<file path="src/rtl/pll_reconfig_ctrl.sv">
// pll_reconfig_ctrl
//   Runtime reconfiguration and lock supervisor for a GPLL wrapper.
//   On request it writes the feedback divider and NCH channel dividers over
//   APB while holding the PLL in reset. It then releases reset, qualifies the
//   synchronised lock and reports done or error. While running it filters lock
//   loss and, when AUTO_RELOCK is set, pulses the PLL reset to re-acquire lock.
//
// Ports
//   clk, rst_n              controller/APB clock, async active-low reset
//   cfg_req                 one-cycle reprogram request (IDLE/RUN/ERROR only)
//   cfg_ratiom, cfg_ratio   feedback divider, packed channel dividers (8b each)
//   cfg_busy/done/err       request status; err_code 01=lock tmo, 10=APB tmo
//   pll_lock, pll_rst       raw async lock in, PLL reset out (active high)
//   locked, lock_lost       qualified lock, one-cycle lock loss pulse
//   apb_*                   APB write master (sel/en/write/addr/wdata/ready)

module pll_reconfig_ctrl #(
  parameter int         NCH         = 1,
  parameter logic [4:0] M_ADDR      = 5'd0,
  parameter logic [4:0] CH_BASE     = 5'd1,
  parameter int         RST_CYC     = 16,
  parameter int         LOCK_STABLE = 256,
  parameter int         LOSS_FILT   = 4,
  parameter int         TIMEOUT     = 65536,
  parameter int         AUTO_RELOCK = 1
) (
  input  logic             clk,
  input  logic             rst_n,
  input  logic             cfg_req,
  input  logic [6:0]       cfg_ratiom,
  input  logic [8*NCH-1:0] cfg_ratio,
  output logic             cfg_busy,
  output logic             cfg_done,
  output logic             cfg_err,
  output logic [1:0]       err_code,
  input  logic             pll_lock,
  output logic             pll_rst,
  output logic             locked,
  output logic             lock_lost,
  output logic [4:0]       apb_addr,
  output logic             apb_sel,
  output logic             apb_en,
  output logic             apb_write,
  output logic [15:0]      apb_wdata,
  input  logic             apb_ready
);

  localparam int KW = $clog2(NCH + 1);
  localparam int TW = $clog2(TIMEOUT) + 1;
  localparam int SW = $clog2(LOCK_STABLE) + 1;
  localparam int HW = $clog2(RST_CYC) + 1;
  localparam int LW = $clog2(LOSS_FILT) + 1;

  localparam logic [TW-1:0] TMO_LAST  = TW'(TIMEOUT - 1);
  localparam logic [SW-1:0] STAB_LAST = SW'(LOCK_STABLE - 1);
  localparam logic [HW-1:0] HOLD_LAST = HW'(RST_CYC - 1);
  localparam logic [LW-1:0] LOSS_LAST = LW'(LOSS_FILT - 1);
  localparam logic [KW-1:0] K_LAST    = KW'(NCH);

  typedef enum logic [2:0] {
    IDLE, WR_SETUP, WR_ACCESS, HOLD_RST, WAIT_LOCK, RUN, ERROR
  } state_t;

  state_t state;

  logic lock_s1, lock_s2;

  logic [NCH-1:0][7:0] ratio_in, ratio_clamp, ratio_q;
  logic [6:0]          ratiom_eff;
  logic [7:0]          ch_next;
  logic [KW-1:0]       k_q;

  logic [TW-1:0] tmo_cnt;
  logic [SW-1:0] stab_cnt;
  logic [HW-1:0] hold_cnt;
  logic [LW-1:0] loss_cnt;

  logic accept, loss_hit;

  // Raw lock is asynchronous; only lock_s2 is used below.
  always_ff @(posedge clk or negedge rst_n) begin
    if (!rst_n) begin
      lock_s1 <= 1'b0;
      lock_s2 <= 1'b0;
    end else begin
      lock_s1 <= pll_lock;
      lock_s2 <= lock_s1;
    end
  end

  // A zero divider is illegal in the PLL; it is programmed as 1.
  assign ratio_in   = cfg_ratio;
  assign ratiom_eff = (cfg_ratiom == 7'd0) ? 7'd1 : cfg_ratiom;

  for (genvar i = 0; i < NCH; i++) begin : g_clamp
    assign ratio_clamp[i] = (ratio_in[i] == 8'd0) ? 8'd1 : ratio_in[i];
  end

  // Channel k is written as word k+1, so ch_next is the next word's payload.
  always_comb begin
    ch_next = 8'd1;
    for (int i = 0; i < NCH; i++)
      if (k_q == KW'(i)) ch_next = ratio_q[i];
  end

  assign accept   = cfg_req && (state == IDLE || state == RUN || state == ERROR);
  assign loss_hit = (state == RUN) && !lock_s2 && (loss_cnt == LOSS_LAST);

  always_ff @(posedge clk or negedge rst_n) begin
    if (!rst_n) begin
      state     <= WAIT_LOCK;
      ratio_q   <= '0;
      k_q       <= '0;
      tmo_cnt   <= '0;
      stab_cnt  <= '0;
      hold_cnt  <= '0;
      loss_cnt  <= '0;
      cfg_busy  <= 1'b0;
      cfg_done  <= 1'b0;
      cfg_err   <= 1'b0;
      err_code  <= 2'b00;
      pll_rst   <= 1'b0;
      locked    <= 1'b0;
      lock_lost <= 1'b0;
      apb_addr  <= '0;
      apb_sel   <= 1'b0;
      apb_en    <= 1'b0;
      apb_write <= 1'b0;
      apb_wdata <= '0;
    end else begin
      cfg_done  <= 1'b0;
      lock_lost <= 1'b0;

      // Lock loss is reported even when a same-cycle request takes priority.
      if (loss_hit) begin
        lock_lost <= 1'b1;
        locked    <= 1'b0;
      end

      if (accept) begin
        ratio_q   <= ratio_clamp;
        k_q       <= '0;
        loss_cnt  <= '0;
        pll_rst   <= 1'b1;
        cfg_busy  <= 1'b1;
        locked    <= 1'b0;
        cfg_err   <= 1'b0;
        err_code  <= 2'b00;
        apb_sel   <= 1'b1;
        apb_en    <= 1'b0;
        apb_write <= 1'b1;
        apb_addr  <= M_ADDR;
        apb_wdata <= {9'd0, ratiom_eff};
        state     <= WR_SETUP;
      end else begin
        case (state)
          WR_SETUP: begin
            apb_en  <= 1'b1;
            tmo_cnt <= '0;
            state   <= WR_ACCESS;
          end

          WR_ACCESS: begin
            if (apb_ready) begin
              apb_en <= 1'b0;
              if (k_q < K_LAST) begin
                k_q       <= k_q + 1'b1;
                apb_addr  <= CH_BASE + 5'(k_q);
                apb_wdata <= {8'd0, ch_next};
                state     <= WR_SETUP;
              end else begin
                apb_sel   <= 1'b0;
                apb_write <= 1'b0;
                hold_cnt  <= '0;
                state     <= HOLD_RST;
              end
            end else if (tmo_cnt == TMO_LAST) begin
              // PLL is left in reset: its divider state is half-written.
              apb_sel   <= 1'b0;
              apb_en    <= 1'b0;
              apb_write <= 1'b0;
              cfg_err   <= 1'b1;
              err_code  <= 2'b10;
              cfg_busy  <= 1'b0;
              state     <= ERROR;
            end else begin
              tmo_cnt <= tmo_cnt + 1'b1;
            end
          end

          HOLD_RST: begin
            if (hold_cnt == HOLD_LAST) begin
              pll_rst  <= 1'b0;
              stab_cnt <= '0;
              tmo_cnt  <= '0;
              state    <= WAIT_LOCK;
            end else begin
              hold_cnt <= hold_cnt + 1'b1;
            end
          end

          WAIT_LOCK: begin
            if (lock_s2 && stab_cnt == STAB_LAST) begin
              locked   <= 1'b1;
              loss_cnt <= '0;
              state    <= RUN;
              if (cfg_busy) begin
                cfg_done <= 1'b1;
                cfg_busy <= 1'b0;
              end
            end else if (tmo_cnt == TMO_LAST) begin
              cfg_err  <= 1'b1;
              err_code <= 2'b01;
              cfg_busy <= 1'b0;
              state    <= ERROR;
            end else begin
              tmo_cnt  <= tmo_cnt + 1'b1;
              stab_cnt <= lock_s2 ? stab_cnt + 1'b1 : '0;
            end
          end

          RUN: begin
            if (loss_hit) begin
              loss_cnt <= '0;
              if (AUTO_RELOCK != 0) begin
                pll_rst  <= 1'b1;
                hold_cnt <= '0;
                state    <= HOLD_RST;
              end else begin
                stab_cnt <= '0;
                tmo_cnt  <= '0;
                state    <= WAIT_LOCK;
              end
            end else if (!lock_s2) begin
              loss_cnt <= loss_cnt + 1'b1;
            end else begin
              loss_cnt <= '0;
            end
          end

          default: ; // IDLE and ERROR hold until a request
        endcase
      end
    end
  end

endmodule

</file>
<file path="config.mk">
export PLATFORM = sky130hd
export DESIGN_NAME = pll_reconfig_ctrl
export DESIGN_NICKNAME = d
export VERILOG_FILES = /design/src/rtl/pll_reconfig_ctrl.sv
export SDC_FILE = /design/constraint.sdc
export NUM_CORES = 1
export LEC_CHECK = 0
export CAP_MARGIN = 20
export CORE_UTILIZATION = 24
export CTS_CLUSTER_SIZE = 20
export DETAILED_ROUTE_END_ITERATION = 7
export DONT_BUFFER_PORTS = 1
export GPL_ROUTABILITY_DRIVEN = 0
export GPL_TIMING_DRIVEN = 0
export SYNTH_ARGS = -nofsm -noshare
export SYNTH_HDL_FRONTEND = slang
export SYNTH_SLANG_ARGS = --single-unit
export TNS_END_PERCENT = 50
</file>
<file path="constraint.sdc">
create_clock -name clk -period 2.7 [get_ports clk]
set_input_delay 0.27 -clock clk [delete_from_list [all_inputs] [get_ports clk]]
set_output_delay 0.27 -clock clk [all_outputs]
set_load 0.005 [all_outputs]
</file>
==> results of run 1 <==
==> cell families after synthesis <==
kind of cell,count (synthesis),share of synthesized area [%]
compound gates,91,15.8
xor+xnor,7,1.65
fa+ha+maj,9,3.04
buf+inv,45,6.55
flops,67,45.3
mux,14,3.81
other cells,1,0.101
simple gates,176,23.8
==> metrics by stage <==
stage                     power, mW  setup slack (ps)  utilization (%)
after floorplan                2.47               354                -
after global placement         2.77              -168             26.3
after detailed placement       2.81              -180             26.3
after CTS                      4.01              45.2             28.6
after global routing           4.32             -16.8             29.2
final                          4.03               204             29.2
==> layer usage <==
layer	part of all wire (%)	GRT usage, %	up-vias
met5	0	0	-
met4	1.4	4.46	0
met3	7.0	4.59	8
met2	46	18.8	85
met1	45	15.3	1491
li1	-	-	1496
==> how the worst max path moves through the flow <==
stage,end,slack [ps],depth (start not counted),startpoint
global route,tmo_cnt[2],-20,13,tmo_cnt[1]
detailed placement,tmo_cnt[8],-180,13,tmo_cnt[0]
floorplan,tmo_cnt[3],350,13,tmo_cnt[0]
finish,loss_cnt[0],200,9,stab_cnt[2]
global placement,tmo_cnt[3],-170,13,tmo_cnt[0]
CTS,tmo_cnt[3],50,13,tmo_cnt[0]
==> where the power goes <==
group	switching [mW]	internal (mW)
combinational	0.828	0.562
clock	0.424	0.712
sequential	0.234	1.27
==> state kept, by name (all words and copies together) (netlist names), 2 cells and up <==
register and flops:
err_code 2, loss_cnt 3, apb_wdata 8, apb_addr 2, stab_cnt 9, ratio_q 8
tmo_cnt 17, hold_cnt 5, state 3
==> layout make-up <==
class	count	area (sq um)
repair buffers	11	108
well taps	188	235
plain buffers	31	199
inverters	14	52.6
flip-flops and latches	67	1680
clock buffers	11	233
fillers	1576	10700
clock inverters	5	53.8
multi-input cells	308	1860
==> layout by cell type, fill, tap and decap left out, types with 6 or more instances in the layout <==
master,count
inv_1,13
dfrtp_1,65
conb_1,11
clkbuf_1,6
o21ai_0,30
mux2i_1,13
nor2_1,29
ha_1,8
buf_2,9
nand2b_1,6
xnor2_1,6
buf_4,22
nand2_1,68
clkbuf_16,9
nor3_1,10
a31oi_1,7
a21oi_1,18
nand3_1,15
nor2b_1,8
==> worst max-delay path: cells and delay by family, from the launching register on <==
family,cells,cell delay (ps)
compound gates,2,690
fa+ha+maj,1,220
flops,1,410
mux,1,260
simple gates,5,790
==> repair_timing <==
item / CTS / global route
pin swaps: 0 / 4
hold buffers: 3 / 0
setup endpoints to repair: 10 / 19
gates resized for setup: 4 / 7
hold endpoints to repair: 68 / 0
buffers inserted: 1 / 7
==> impl_metrics.ini, run 1 <==
[outcome]
status = finished clean

[synth]
yosys.cell_count.top_type = nand2_1
yosys-top-cells-area = dfrtp_1 45%, nand2_1 6.9%, o21ai_0 4.0%, mux2i_1 3.5%, ha_1 3.0%
yosysWarnings = 0
synth_commonest_cells = 68 x nand2_1, 66 x dfrtp_1, 30 x nor2_1, 30 x o21ai_0, 18 x a21oi_1
synth_cell_type_count = 61
syn-cell-area_sq_um = 3710
synth-seq-cells = 67
seq_area_frac_synth_pct = 45.3
synth_top_area_share_pct = 44.5
synthCells = 410
yosysTopAreaCell = dfrtp_1
synth-edff-count = 0
synthArstFlopShare_pct = 100
synth.avg_cell_area_sq_um = 9.04
synth_ff_type = dfrtp_1

[timing]
clock_skew_ps = 9.09
finalCritPeriodShare_pct = 92.4
whs_ps = 50.0
slew_violations = 0
maxSlewHeadroom_pct = 32.3
setup_viol = 0
finalHoldViolCount = 0
worst_pin_slew_ps = 1010
period_needed_ps = 2500
finalSetupTns_ps = 0
fmax_ghz = 0.401

[cts]
cts.sinks = 67
clk_pin_slew_ps = 60
clockBufferDepth = 2
root_buffer = clkbuf_16
cts_tree = built
cts_buffers = 9
clkLatencyLatePin_ps = 330
htree_levels = 3

[setup_path]
criticalPathCategory = flip-flop to flip-flop
timing.rr.start = stab_cnt[2]
r2r_slack_ps = 200
r2r_cells = 9
cp_slowest_cell = a311oi_4
crit_path_cell_trace = and4_1 > nand2_1 > nor2_1 > ha_1 > nand3_2 > a311oi_4 > a31oi_2 > and2_1 > mux2_2
cp_max_fo = 10
endpoint_kind = flip-flop
slowest_delay_ps = 590
worst_ep_required_time_ps = 2910
cp.arrival_ps = 2710
start_kind = flip-flop
rr_endpoint = loss_cnt[0]

[power_and_ir_drop]
peakVddDrop_mv = 0.441
power_density_nw_per_um2 = 912
power.leakage_nw = 1.93

[final_layout]
antenna_cells = 0
drive_gt1_share_pct = 14.8
area_delta_synth_final_pct = 19.1
final_cell_count_no_fill = 635
stdcell_area_sq_um = 4420
finalNetCount = 471

[grt]
antenna_found_initial = 0
grt_pass1_vias = 2974
grt_max_degree = 68
gr-usage-all-layers_pct = 12.1
grt_overflow = 0
grt_first_pass_wirelength_mm = 15.2

[drt]
postRouteWirelength_mm = 9.13
routedWlPerCell_microns = 14.4
drt_iter0_drc = 296
firstDrtPassIters = 4
via_per_inst = 4.85
vias = 3080
drc_errors = 0
postRouteAntennaNets = 0

[hold_path]
min-delay-start = cfg_ratio[4]
hold_class = primary input to flip-flop
whs_path_depth = 2
min_to = ratio_q[4]

[die]
initial_core_util_pct = 24.5
core-area_sq_um = 15100
die_area_sq_um = 15900
die_h_microns = 126
io-pin-count = 52
rows = 45
die_w_microns = 126

[placed_design]
dp_cells = 608
io_buffer_count = 0
hpwl_mm = 6.51
dpl-instance-area_sq_um = 3980

[run]
drv_cap = 0
Note: power is estimated with default switching activity, not from simulation.
==> run 2, diff against run 1 <==
--- a/config.mk
+++ b/config.mk
@@ -6,12 +6,13 @@
 export NUM_CORES = 1
 export LEC_CHECK = 0
 export CAP_MARGIN = 20
-export CORE_UTILIZATION = 24
+export CORE_UTILIZATION = 55
 export CTS_CLUSTER_SIZE = 20
 export DETAILED_ROUTE_END_ITERATION = 7
 export DONT_BUFFER_PORTS = 1
 export GPL_ROUTABILITY_DRIVEN = 0
 export GPL_TIMING_DRIVEN = 0
+export PLACE_DENSITY = 0.7
 export SYNTH_ARGS = -nofsm -noshare
 export SYNTH_HDL_FRONTEND = slang
 export SYNTH_SLANG_ARGS = --single-unit
==> run 2 against run 1 <==
Net effect:
- the flow now finishes with violations (DRC)
- fmax down 0.33%
- die area down 56%
- via count unchanged
- global-route usage up 13 points
- critical path type unchanged
- critical endpoint is now tmo_cnt[4]
- largest power group unchanged
==> impl_metrics.ini, run 2 (synthesized netlist as in run 1, its figures left out) <==
[setup_path]
critPathLaunch = tmo_cnt[0]
cp.arrival_ps = 2740
worst_ep_required_time_ps = 2940
endpoint_kind = flip-flop
start_kind = flip-flop
r2r_slack_ps = 200
cp_max_fo = 9
r2r_cells = 13
timing.rr.start = tmo_cnt[0]
criticalPathCategory = flip-flop to flip-flop

[die]
io-pin-count = 52
die_area_sq_um = 7070
die_h_microns = 84.1
initial_core_util_pct = 57.7
die_w_microns = 84.1
core-area_sq_um = 6420
rows = 29

[outcome]
status = finished, violations left
violations = DRC

[drt]
vias = 3080
postRouteAntennaNets = 0
routedWlPerCell_microns = 15.6
firstDrtPassIters = 7
via_per_inst = 5.89
drt_iter0_drc = 208
postRouteWirelength_mm = 8.16
drc_errors = 4

[final_layout]
layout_common_cells = 67 x nand2_1, 66 x dfrtp_1, 30 x o21ai_0
regMostFlops = tmo_cnt
area_delta_synth_final_pct = 13.0
antenna_cells = 0
final_common_cell = nand2_1
largest_register_ffs = 17
final_util_pct = 65.2
reg_top3 = tmo_cnt x17, stab_cnt x9
finalNetCount = 470
drive_gt1_share_pct = 14.8
final_cell_count_no_fill = 523

[timing]
clock_skew_ps = 12.8
finalHoldViolCount = 0
fmax_ghz = 0.399
maxSlewHeadroom_pct = 32.5
worst_pin_slew_ps = 1000
rsz0062_at_grt = no
setup_viol = 0
period_needed_ps = 2500
finalCritPeriodShare_pct = 92.7
slew_violations = 0

[hold_path]
whs_path_depth = 2
min-delay-start = cfg_ratio[4]
hold_class = primary input to flip-flop

[cts]
cts.sinks = 67
clkLatencyLatePin_ps = 350
clk_pin_slew_ps = 80
cts_buffers = 9
cts_tree = built
root_buffer = clkbuf_8
clockBufferDepth = 2
htree_levels = 3

[grt]
grt_overflow = 0
grt_first_pass_wirelength_mm = 14.0
antenna_found_initial = 0
grt_max_degree = 68
grt_pass1_vias = 2993
gr-usage-all-layers_pct = 25.0

[power_and_ir_drop]
switching_share_pct = 38.8
pwr-share-comb_pct = 37.9
p_seq_share_pct = 39.6
power.leakage_nw = 1.88
p_sw_mw = 1.46
power_density_nw_per_um2 = 897
p_int_mw = 2.30
peakVddDrop_mv = 0.491
power.share.clock_pct = 22.5

[placed_design]
hpwl_mm = 5.68
dp_cells = 497
io_buffer_count = 0

[run]
drv_cap = 0
[run 2: cell types whose count changed in the layout (fill, tap and decap cells not counted), sizes merged]
| cell | change |
|---|---|
| clkinvlp | +2 |
| buf | -1 |
| clkinv | -2 |
[run 2: what timing repair did]
| action | 4_1_cts | 5_1_grt |
|---|---|---|
| gates resized for setup | 2 | 10 |
| buffers inserted | 1 | 5 |
| pin swaps | 0 | 4 |
| setup endpoints to repair | 10 | 26 |
| endpoints found under the hold margin | 68 | 0 |
| hold buffers | 3 | 0 |
| gates cloned | 0 | 1 |
[run 2: routing by layer]
layer	part of all wire (%)	track usage, %	up-vias
met3	8.0	8.11	16
li1	-	-	1490
met5	0	0	-
met1	46	34.1	1454
met4	1.4	8.46	0
met2	45	38.0	120
[run 2: area by class of cell]
class / instances / area (sq um)
tap: 77 / 96.3
multi-input combinational: 308 / 1860
buffer: 31 / 199
clock buffer: 11 / 141
timing repair buffer: 10 / 100
clock inverter: 5 / 62.6
fill: 528 / 2230
inverter: 14 / 52.6
sequential: 67 / 1680
[run 2: worst max-delay path, cell delays in order, from the launching register on]
cell	delay [ps]
dfrtp_1	430
ha_4	200
nand2_2	70
nor4_2	40
nand4_1	120
nor2_2	60
ha_1	170
clkbuf_4	170
mux2i_1	180
o221ai_2	150
nand4b_1	280
buf_4	210
a21o_1	140
a22o_1	180
[run 2: stage by stage]
stage	area (sq um)	power [mW]	hold WS (ps)	TNS (ps)	worst slack, ps
finish	4190	3.76	20.6	0	196
detailed placement	3840	2.79	-24.1	-999	-135
global route	4190	4.03	14.4	0	4.43
CTS	4110	3.70	3.63	0	14.9
floorplan	3740	2.47	-25.6	0	354
global placement	3840	2.75	-24.1	-1090	-149
[run 2: final timing paths]
| path | endpoint |
|---|---|
| min in group asynchronous | locked |
| max in group asynchronous | state[2] |
| max | tmo_cnt[4] |
| min | ratio_q[4] |
| min reg2reg | lock_s2 |
| max reg2reg | tmo_cnt[4] |
[run 2: power by group through the flow]
stage | Clock [mW] | Sequential [mW] | Combinational [mW]
floorplan | 0 | 1.43 | 1.04
global placement | 0 | 1.49 | 1.25
detailed placement | 0 | 1.49 | 1.30
CTS | 0.872 | 1.48 | 1.35
global route | 0.909 | 1.52 | 1.60
finish | 0.845 | 1.49 | 1.42
